<file path="config.mk">
export PLATFORM = sky130hd
export DESIGN_NAME = debug_sequencer
export DESIGN_NICKNAME = d
export VERILOG_FILES = /design/src/rtl/debug_sequencer.sv
export SDC_FILE = /design/constraint.sdc
export NUM_CORES = 1
export LEC_CHECK = 0
export ABC_AREA = 1
export CAP_MARGIN = 40
export CORE_UTILIZATION = 45
export DETAILED_ROUTE_END_ITERATION = 8
export PLACE_DENSITY = 0.84
export SYNTH_ARGS = -nofsm -noshare
export SYNTH_HDL_FRONTEND = slang
export SYNTH_SLANG_ARGS = --single-unit
export TNS_END_PERCENT = 1
</file>
<file path="constraint.sdc">
create_clock -name i_clk -period 3.4 [get_ports i_clk]
set_input_delay 0.34 -clock i_clk [delete_from_list [all_inputs] [get_ports i_clk]]
set_output_delay 0.34 -clock i_clk [all_outputs]
set_load 0.02 [all_outputs]
</file>
<file path="src/rtl/debug_sequencer.sv">
// Debug sequencer: turns a host byte stream into pipeline control.
// It loads instruction memory, runs or single-steps the core, pulses the
// PC reset, and dumps the register file plus the first data-memory words
// back to the host as a byte stream, MSB first.
module debug_sequencer #(
   parameter int NB_REG      = 32,
   parameter int NB_BYTE     = 8,
   parameter int N_MEM_WORDS = 16
) (
   input  logic               i_clk,
   input  logic               i_reset,
   input  logic [NB_BYTE-1:0] i_rx_data,
   input  logic               i_rx_valid,
   output logic [NB_BYTE-1:0] o_tx_data,
   output logic               o_tx_valid,
   input  logic               i_tx_ready,
   input  logic               i_halt,
   input  logic [NB_REG-1:0]  i_dunit_reg,
   input  logic [NB_REG-1:0]  i_dunit_mem_data,
   output logic               o_dunit_clk_en,
   output logic               o_dunit_reset_pc,
   output logic               o_dunit_w_mem,
   output logic [NB_REG-1:0]  o_dunit_addr,
   output logic [NB_REG-1:0]  o_dunit_data_if,
   output logic               o_busy
);

   typedef enum logic [3:0] {
      S_IDLE,
      S_LOAD_CNT,
      S_LOAD_BYTE,
      S_LOAD_WR,
      S_RUN,
      S_STEP,
      S_DUMP_ADDR,
      S_DUMP_LATCH,
      S_DUMP_SEND,
      S_PCRST
   } state_t;

   localparam logic [NB_BYTE-1:0] CMD_LOAD  = NB_BYTE'(8'h4C);
   localparam logic [NB_BYTE-1:0] CMD_CONT  = NB_BYTE'(8'h43);
   localparam logic [NB_BYTE-1:0] CMD_STEP  = NB_BYTE'(8'h53);
   localparam logic [NB_BYTE-1:0] CMD_PCRST = NB_BYTE'(8'h52);

   // Dump index: registers occupy 0..31, memory words follow.
   localparam logic [5:0] DUMP_REGS = 6'd32;
   localparam logic [5:0] DUMP_LAST = 6'(32 + N_MEM_WORDS - 1);

   state_t              state_q, state_d;
   logic                halted_q, halted_d;
   logic [7:0]          cnt_q, cnt_d;
   logic [7:0]          word_q, word_d;
   logic [1:0]          byte_q, byte_d;
   logic [5:0]          dump_q, dump_d;
   logic [NB_REG-1:0]   shift_q, shift_d;
   logic                clk_en_q, clk_en_d;
   logic                w_mem_q, w_mem_d;
   logic                reset_pc_q, reset_pc_d;
   logic [NB_REG-1:0]   addr_q, addr_d;
   logic [NB_REG-1:0]   data_if_q, data_if_d;
   logic [NB_BYTE-1:0]  tx_data_q, tx_data_d;
   logic                tx_valid_q, tx_valid_d;
   logic                busy_q, busy_d;
   logic [NB_REG-1:0]   latch_word;

   // Address presented for dump entry idx: register number, or byte address of a memory word.
   function automatic logic [NB_REG-1:0] dump_addr(input logic [5:0] idx);
      logic [7:0] mem_byte_addr;
      mem_byte_addr = {idx - DUMP_REGS, 2'b00};
      if (idx < DUMP_REGS) begin
         return NB_REG'(idx);
      end
      return NB_REG'(mem_byte_addr);
   endfunction

   assign latch_word = (dump_q < DUMP_REGS) ? i_dunit_reg : i_dunit_mem_data;

   // Next-state and registered-output logic; pulses default low, data holds.
   always_comb begin
      state_d    = state_q;
      halted_d   = halted_q;
      cnt_d      = cnt_q;
      word_d     = word_q;
      byte_d     = byte_q;
      dump_d     = dump_q;
      shift_d    = shift_q;
      clk_en_d   = 1'b0;
      w_mem_d    = 1'b0;
      reset_pc_d = 1'b0;
      addr_d     = addr_q;
      data_if_d  = data_if_q;
      tx_data_d  = tx_data_q;
      tx_valid_d = tx_valid_q;

      unique case (state_q)
         S_IDLE: begin
            if (i_rx_valid) begin
               if (i_rx_data == CMD_LOAD) begin
                  state_d = S_LOAD_CNT;
               end else if ((i_rx_data == CMD_CONT) || (i_rx_data == CMD_STEP)) begin
                  if (halted_q) begin
                     // Core already halted: nothing left to execute, report only.
                     dump_d  = '0;
                     byte_d  = '0;
                     addr_d  = dump_addr(6'd0);
                     state_d = S_DUMP_ADDR;
                  end else begin
                     clk_en_d = 1'b1;
                     state_d  = (i_rx_data == CMD_CONT) ? S_RUN : S_STEP;
                  end
               end else if (i_rx_data == CMD_PCRST) begin
                  reset_pc_d = 1'b1;
                  state_d    = S_PCRST;
               end
            end
         end
         S_LOAD_CNT: begin
            if (i_rx_valid) begin
               cnt_d  = 8'(i_rx_data);
               word_d = '0;
               byte_d = '0;
               if (i_rx_data == '0) begin
                  reset_pc_d = 1'b1;
                  state_d    = S_PCRST;
               end else begin
                  state_d = S_LOAD_BYTE;
               end
            end
         end
         S_LOAD_BYTE: begin
            if (i_rx_valid) begin
               data_if_d = {data_if_q[NB_REG-NB_BYTE-1:0], i_rx_data};
               byte_d    = byte_q + 2'd1;
               if (byte_q == 2'd3) begin
                  w_mem_d = 1'b1;
                  addr_d  = NB_REG'({word_q, 2'b00});
                  state_d = S_LOAD_WR;
               end
            end
         end
         S_LOAD_WR: begin
            if (word_q == cnt_q - 8'd1) begin
               reset_pc_d = 1'b1;
               state_d    = S_PCRST;
            end else begin
               word_d  = word_q + 8'd1;
               state_d = S_LOAD_BYTE;
            end
         end
         S_RUN: begin
            if (i_halt) begin
               halted_d = 1'b1;
               dump_d   = '0;
               byte_d   = '0;
               addr_d   = dump_addr(6'd0);
               state_d  = S_DUMP_ADDR;
            end else begin
               clk_en_d = 1'b1;
            end
         end
         S_STEP: begin
            if (i_halt) begin
               halted_d = 1'b1;
            end
            dump_d  = '0;
            byte_d  = '0;
            addr_d  = dump_addr(6'd0);
            state_d = S_DUMP_ADDR;
         end
         S_DUMP_ADDR: begin
            // Give the register file / memory a cycle to respond to the new address.
            state_d = S_DUMP_LATCH;
         end
         S_DUMP_LATCH: begin
            shift_d    = latch_word;
            tx_data_d  = latch_word[NB_REG-1 -: NB_BYTE];
            tx_valid_d = 1'b1;
            byte_d     = '0;
            state_d    = S_DUMP_SEND;
         end
         S_DUMP_SEND: begin
            if (tx_valid_q && i_tx_ready) begin
               byte_d = byte_q + 2'd1;
               if (byte_q == 2'd3) begin
                  tx_valid_d = 1'b0;
                  if (dump_q == DUMP_LAST) begin
                     state_d = S_IDLE;
                  end else begin
                     dump_d  = dump_q + 6'd1;
                     addr_d  = dump_addr(dump_q + 6'd1);
                     state_d = S_DUMP_ADDR;
                  end
               end else begin
                  shift_d   = shift_q << NB_BYTE;
                  tx_data_d = shift_q[NB_REG-NB_BYTE-1 -: NB_BYTE];
               end
            end
         end
         S_PCRST: begin
            halted_d = 1'b0;
            state_d  = S_IDLE;
         end
         default: begin
            state_d = S_IDLE;
         end
      endcase

      busy_d = (state_d != S_IDLE);
   end

   // State, counters and all outputs; reset clears everything asynchronously.
   always_ff @(posedge i_clk or posedge i_reset) begin
      if (i_reset) begin
         state_q    <= S_IDLE;
         halted_q   <= 1'b0;
         cnt_q      <= '0;
         word_q     <= '0;
         byte_q     <= '0;
         dump_q     <= '0;
         shift_q    <= '0;
         clk_en_q   <= 1'b0;
         w_mem_q    <= 1'b0;
         reset_pc_q <= 1'b0;
         addr_q     <= '0;
         data_if_q  <= '0;
         tx_data_q  <= '0;
         tx_valid_q <= 1'b0;
         busy_q     <= 1'b0;
      end else begin
         state_q    <= state_d;
         halted_q   <= halted_d;
         cnt_q      <= cnt_d;
         word_q     <= word_d;
         byte_q     <= byte_d;
         dump_q     <= dump_d;
         shift_q    <= shift_d;
         clk_en_q   <= clk_en_d;
         w_mem_q    <= w_mem_d;
         reset_pc_q <= reset_pc_d;
         addr_q     <= addr_d;
         data_if_q  <= data_if_d;
         tx_data_q  <= tx_data_d;
         tx_valid_q <= tx_valid_d;
         busy_q     <= busy_d;
      end
   end

   assign o_tx_data        = tx_data_q;
   assign o_tx_valid       = tx_valid_q;
   assign o_dunit_clk_en   = clk_en_q;
   assign o_dunit_reset_pc = reset_pc_q;
   assign o_dunit_w_mem    = w_mem_q;
   assign o_dunit_addr     = addr_q;
   assign o_dunit_data_if  = data_if_q;
   assign o_busy           = busy_q;

endmodule
</file>
==> results.py, run 1 <==
metrics = {
    "outcome": {
        "status": "finished clean",
    },
    "die": {
        "die_area_mm2": 0.0136,
        "io_pins": 154,
        "coreArea_mm2": 0.0127,
        "rows": 41,
        "die_y_um": 117,
        "initial_utilization_pct": 46.4,
        "fp.dieW_um": 117,
    },
    "setup_path": {
        "setup.worst_path.end_class": "register",
        "timing.rr.start": "state_q[0]$_DFF_PP0_",
        "crit_start": "state_q[0]$_DFF_PP0_",
        "critPathKind": "register to register",
        "arrival_ns": 2.58,
        "worst-r2r-cell-count": 8,
        "cp_max_fo": 55,
        "worstSetupStartpointType": "register",
        "critPathRequiredTime_ns": 3.64,
    },
    "layout": {
        "drive_gt1_share_pct": 7.39,
        "n_antenna_cell": 0,
        "area_growth_pct": 27.2,
        "finalNonFillerCells": 1051,
        "final_util_pct": 59.0,
        "fin_nets": 955,
    },
    "global_routing": {
        "gr-max-usage-layer": "met2",
        "grt_use_met3_pct": 3.43,
        "grt_pass1_wl_mm": 22.1,
        "use_met2_pct": 33.7,
        "grt_pass1_vias": 4500,
        "grt_use_met1_pct": 28.3,
        "antenna_found_initial": 0,
        "grtUsageTotal_pct": 20.8,
        "overflow": 0,
        "grt_max_degree": 63,
    },
    "sta": {
        "fin_crit_ns": 2.34,
        "tns_ns": 0,
        "fin_skew_ns": 0.00956,
        "maxSlewViolCount": 0,
        "slew_headroom_pct": 59.4,
        "max_freq_ghz": 0.428,
        "rsz0062_at_grt": "false",
        "finalSetupViolCount": 0,
        "worstMarginPinSlew_ns": 0.608,
        "finalHoldViolCount": 0,
        "period_share_pct": 68.8,
    },
    "route": {
        "wl_per_cell_um": 13.1,
        "drc": 0,
        "drt-total-wl_mm": 13.8,
        "viasPerCell": 4.90,
        "vias": 5154,
        "drt_pre_antenna_iters": 5,
        "antenna_left": 0,
        "drt_iter0_drc": 398,
    },
    "logic_synthesis": {
        "netlist_top_cells_area": "dfrtp_1, nand2_1, o21ai_0",
        "synth-edff-count": 0,
        "yosys_warnings": 0,
        "synthCells": 760,
        "synth_area_per_cell_um2": 7.76,
        "synth_common_cells": "nand2_1, nor2_1, dfrtp_1",
        "yosys.area.top_type": "dfrtp_1",
        "yosysMostFrequentCell": "nand2_1",
        "ys_seq_elements": 108,
        "synth_seq_area_share_pct": 45.8,
        "async_flop_share_pct": 100,
        "ys_types": 43,
        "synthFlopType": "dfrtp_1",
        "yosysTopAreaCellShare_pct": 45.8,
        "syn_area_mm2": 0.00590,
    },
    "min_path": {
        "min_path_type": "input port to async pin",
    },
    "placed_design": {
        "placed_cells": 1035,
        "dp_hpwl_mm": 10.1,
        "portBuffers": 131,
        "place_congestion": 0.934,
    },
    "clock_tree": {
        "cts_inserted_buffers": 9,
        "root_buffer": "clkbuf_16",
        "cts_buffer_depth": 2,
        "worstSkewPairLatency_ns": 0.35,
        "cts_tree": "built",
        "h-tree-depth": 3,
        "post_cts_resized": 0,
        "clkTransAtPathRegs_ns": 0.08,
        "postCtsSetupBuffers": 0,
        "cts.sinks": 108,
        "ctsHoldBuffers": 0,
    },
    "power_and_ir_drop": {
        "peakVddDrop_uv": 369,
        "leakagePower_nw": 3.49,
        "power_density_mw_per_mm2": 705,
    },
    "flow_run": {
        "max_cap_viol_count": 0,
    },
}
## critical path, cell delays in order, from the launching register on
cell	delay (ns)
dfrtp_1	0.57
nor2_4	0.11
nand2_4	0.11
nor2_8	0.06
inv_4	0.33
nand2_1	0.18
a21oi_2	0.19
nand3_2	0.33
o31ai_1	0.35
## flip-flops by register name, indices dropped and copies added (netlist names)
register	count
cnt_q	8
o_dunit_addr	10
shift_q	24
o_dunit_reset_pc	1
o_dunit_data_if	32
o_tx_valid	1
o_dunit_clk_en	1
state_q	4
byte_q	2
o_tx_data	8
dump_q	6
o_dunit_w_mem	1
word_q	8
o_busy	1
halted_q	1
## layer usage
layer / vias to the layer above / part of all wire [%]
met2: 114 / 49
met1: 2352 / 46
met5: - / 0
met3: 23 / 3.2
li1: 2665 / -
met4: 0 / 1.9
## cell type report
| class | instances | area (um2) |
|---|---|---|
| multi-input cells | 558 | 2690 |
| clock buffers | 10 | 239 |
| well taps | 172 | 215 |
| inverters | 61 | 234 |
| repair buffers | 136 | 1360 |
| fillers | 1163 | 5220 |
| flip-flops and latches | 108 | 2700 |
| clock inverters | 6 | 63.8 |
## metrics by stage
stage / total power, mW / worst slack (ns) / hold slack (ns) / area (um2)
global placement: 4.20 / 1.17 / 0.459 / 7200
detailed placement: 4.26 / 1.06 / 0.464 / 7200
global route: 5.68 / 0.855 / 0.480 / 7510
floorplan: 3.48 / 0.214 / 0.447 / 5980
CTS: 5.32 / 1.07 / 0.447 / 7510
finish: 5.29 / 1.06 / 0.423 / 7510
## cells by family after synthesis
family	after synthesis	synth area share, %
AOI/OAI and AO/OA	161	15.9
xor gates and xnor gates	10	1.48
adders and majority gates	4	0.848
buffers and inverters	115	9.99
DFF	108	45.8
muxes	5	0.848
other	1	0.0636
and+or+nand+nor	356	25.0
## placed cells by master, fill, tap and decap left out, types with 4 or more instances in the layout
cell	count
o21ai_1	27
clkdlybuf4s50_1	131
clkbuf_16	9
o31ai_1	6
ha_1	4
inv_2	8
nor2_1	110
xnor2_1	4
dfrtp_1	108
xor2_1	6
nor2_4	4
conb_1	22
buf_4	4
o21ai_0	87
o21ai_2	21
nand3_1	36
mux2i_1	5
a21oi_1	6
nand2_1	190
nand4_1	6
inv_1	51
## path summary, 6_finish.rpt
kind                                                     to  slack (ns)
worst max-delay path            o_dunit_addr[0]$_DFFE_PP0P_        1.06
worst min-delay path               o_tx_data[7]$_DFFE_PP0P_        0.42
worst max register to register  o_dunit_addr[0]$_DFFE_PP0P_        1.06
worst min register to register      shift_q[16]$_DFFE_PP0P_        0.48
max in group asynchronous       o_dunit_addr[7]$_DFFE_PP0P_        2.24
min in group i_clk                  shift_q[16]$_DFFE_PP0P_        0.48
## where the power goes
group          switching, mW  internal (mW)  leakage (nW)
registers              0.282           1.65          1.41
clock network          0.512          0.538         0.146
logic                   1.41          0.900          1.93
total                   2.20           3.09          3.49
(Power assumes the default switching activity.)
==> run 2: changes to the inputs <==
--- a/config.mk
+++ b/config.mk
@@ -7,9 +7,9 @@
 export LEC_CHECK = 0
 export ABC_AREA = 1
 export CAP_MARGIN = 40
-export CORE_UTILIZATION = 45
+export CORE_UTILIZATION = 49
 export DETAILED_ROUTE_END_ITERATION = 8
-export PLACE_DENSITY = 0.84
+export PLACE_DENSITY = 0.86
 export SYNTH_ARGS = -nofsm -noshare
 export SYNTH_HDL_FRONTEND = slang
 export SYNTH_SLANG_ARGS = --single-unit
==> constraint.sdc (replaced) <==
create_clock -name i_clk -period 2.2 [get_ports i_clk]
set_input_delay 0.22 -clock i_clk [delete_from_list [all_inputs] [get_ports i_clk]]
set_output_delay 0.22 -clock i_clk [all_outputs]
set_load 0.02 [all_outputs]
==> run 2 against run 1 <==
Against the previous run:
- the flow now finishes with violations (DRC)
- cell count is 2.0% lower
- critical path depth rose by 1
- clock skew up 0.0013 ns
- first-iteration DRC count down 5.5%
- critical path type unchanged
- sequential power up 54%
- clock power up 57%
- power is 57% higher
==> results.py, run 2 (synthesis gave the netlist of run 1 again) <==
metrics = {
    "power_and_ir_drop": {
        "power_density_mw_per_mm2": 1100,
        "power.share.switching_pct": 42.0,
        "leakagePower_nw": 3.54,
        "peakVddDrop_uv": 475,
        "p_switching_mw": 3.49,
        "seqPwrFrac_pct": 35.8,
        "p_comb_share_pct": 44.4,
        "clkPwrFrac_pct": 19.8,
        "power.total_mw": 8.31,
        "p_int_mw": 4.82,
    },
    "placed_design": {
        "dp_hpwl_mm": 10.4,
        "placed_cells": 1014,
        "place_congestion": 0.909,
        "portBuffers": 131,
    },
    "die": {
        "coreArea_mm2": 0.0116,
        "io_pins": 154,
        "die_area_mm2": 0.0125,
        "initial_utilization_pct": 51.0,
        "fp.dieW_um": 112,
        "die_y_um": 112,
        "rows": 39,
    },
    "clock_tree": {
        "cts.sinks": 108,
        "clkTransAtPathRegs_ns": 0.08,
        "root_buffer": "clkbuf_16",
        "h-tree-depth": 3,
        "worstSkewPairLatency_ns": 0.35,
        "cts_inserted_buffers": 9,
        "cts_tree": "built",
        "cts_buffer_depth": 2,
    },
    "sta": {
        "slew_headroom_pct": 60.1,
        "fin_skew_ns": 0.0109,
        "tns_ns": 0,
        "finalSetupViolCount": 0,
        "period_share_pct": 90.3,
        "maxSlewViolCount": 0,
        "worstMarginPinSlew_ns": 0.597,
        "rsz0062_at_grt": "false",
        "fin_crit_ns": 1.99,
        "finalHoldViolCount": 0,
        "max_freq_ghz": 0.503,
    },
    "route": {
        "antenna_left": 0,
        "wl_per_cell_um": 13.8,
        "vias": 5362,
        "drt_iter0_drc": 376,
        "drc": 11,
        "viasPerCell": 5.21,
        "wl_met1_mm": 6.34,
        "top_layer_used": "met4",
        "drt-total-wl_mm": 14.2,
        "drt_pre_antenna_iters": 7,
        "met2RoutedLength_mm": 6.95,
        "met3_length_um": 618,
    },
    "layout": {
        "fillers": 987,
        "seq_area_mm2": 0.00270,
        "n_antenna_cell": 0,
        "area_growth_pct": 28.6,
        "finalNonFillerCells": 1030,
        "drive_gt1_share_pct": 8.68,
        "multi_input_area_mm2": 0.00271,
        "final_cell_mix": "nand2_1, clkdlybuf4s50_1, nor2_1",
        "fin_nets": 963,
        "final_common_cell": "nand2_1",
        "largest_reg_flops": 32,
    },
    "setup_path": {
        "setup.worst_path.end_class": "register",
        "critPathKind": "register to register",
        "cp_max_fo": 37,
        "critPathRequiredTime_ns": 2.48,
        "worstSetupStartpointType": "register",
        "arrival_ns": 2.27,
    },
    "global_routing": {
        "grt_pass1_wl_mm": 23.7,
        "grt_pass1_vias": 5088,
        "grtUsageTotal_pct": 23.3,
        "overflow": 0,
        "antenna_found_initial": 0,
        "grt_max_degree": 57,
    },
    "outcome": {
        "violations": "DRC",
        "status": "finished, violations left",
    },
    "min_path": {
        "min_path_type": "input port to async pin",
    },
    "flow_run": {
        "max_cap_viol_count": 0,
    },
}
-- run 2: changes by cell type in the layout (fill, tap and decap cells not counted), sizes merged --
cell and delta:
clkinv +2, inv -1, clkbuf -1, buf +8
-- run 2: layer usage --
layer / GRT usage, % / vias to the layer above
met2: 38.2 / 173
li1: - / 2671
met5: 0 / -
met1: 31.7 / 2488
met3: 2.89 / 30
met4: 8.74 / 0
-- run 2: path summary, 6_finish.rpt --
check | from | end | slack, ns | cells after the start
worst max register to register | state_q[3]$_DFF_PP0_ | o_dunit_addr[4]$_DFFE_PP0P_ | 0.21 | 9
worst min register to register | o_tx_data[2]$_DFFE_PP0P_ | o_tx_data[2]$_DFFE_PP0P_ | 0.49 | 2
worst max-delay path | state_q[3]$_DFF_PP0_ | o_dunit_addr[4]$_DFFE_PP0P_ | 0.21 | 9
max in group asynchronous | i_reset | o_dunit_addr[1]$_DFFE_PP0P_ | 1.60 | 3
min in group i_clk | i_dunit_reg[5] | shift_q[5]$_DFFE_PP0P_ | 0.46 | 3
worst min-delay path | i_reset | o_dunit_data_if[31]$_DFFE_PP0P_ | 0.13 | 2
-- run 2: worst max-delay path, stage by stage, from the launching register on --
cell	delay [ns]
dfrtp_1	0.49
inv_2	0.16
nor2_8	0.08
inv_4	0.25
nand2_1	0.17
a21oi_2	0.23
nand3_4	0.23
inv_1	0.17
nand2_1	0.08
nand2_1	0.06
-- run 2: cell type report --
class,instances,share of cell area (%)
multi-input cells,558,35.7
well taps,143,2.36
inverters,61,3.10
flip-flops and latches,108,35.6
repair buffers,144,19.1
clock inverters,7,1.17
clock buffers,9,2.97
-- run 2: repair_timing --
item                       CTS  global route
hold buffers                 0             0
buffers inserted             0             0
setup endpoints to repair    0             9
resized for setup            0             6
-- run 2: metrics by stage --
| step | instance area [um2] | hold WS, ns | worst slack [ns] | util [%] |
|---|---|---|---|---|
| finish | 7590 | 0.135 | 0.214 | 65.6 |
| global route | 7590 | 0.142 | 0.00688 | 65.6 |
| CTS | 7570 | 0.132 | 0.0721 | 65.4 |
| detailed placement | 7250 | 0.464 | 0.0268 | 62.7 |
| global placement | 7250 | 0.460 | 0.125 | 62.7 |
| floorplan | 5980 | 0.341 | 0.370 | - |
-- run 2: power by group through the flow --
| stage | clock network [mW] | logic, mW | registers (mW) |
|---|---|---|---|
| 2_1_floorplan | 0 | 2.10 | 3.27 |
| 6_report | 1.65 | 3.69 | 2.97 |
| 4_1_cts | 1.69 | 3.65 | 2.97 |
| 3_3_place_gp | 0 | 3.55 | 2.98 |
| 3_5_place_dp | 0 | 3.63 | 2.99 |
| 5_1_grt | 1.77 | 4.09 | 3.05 |
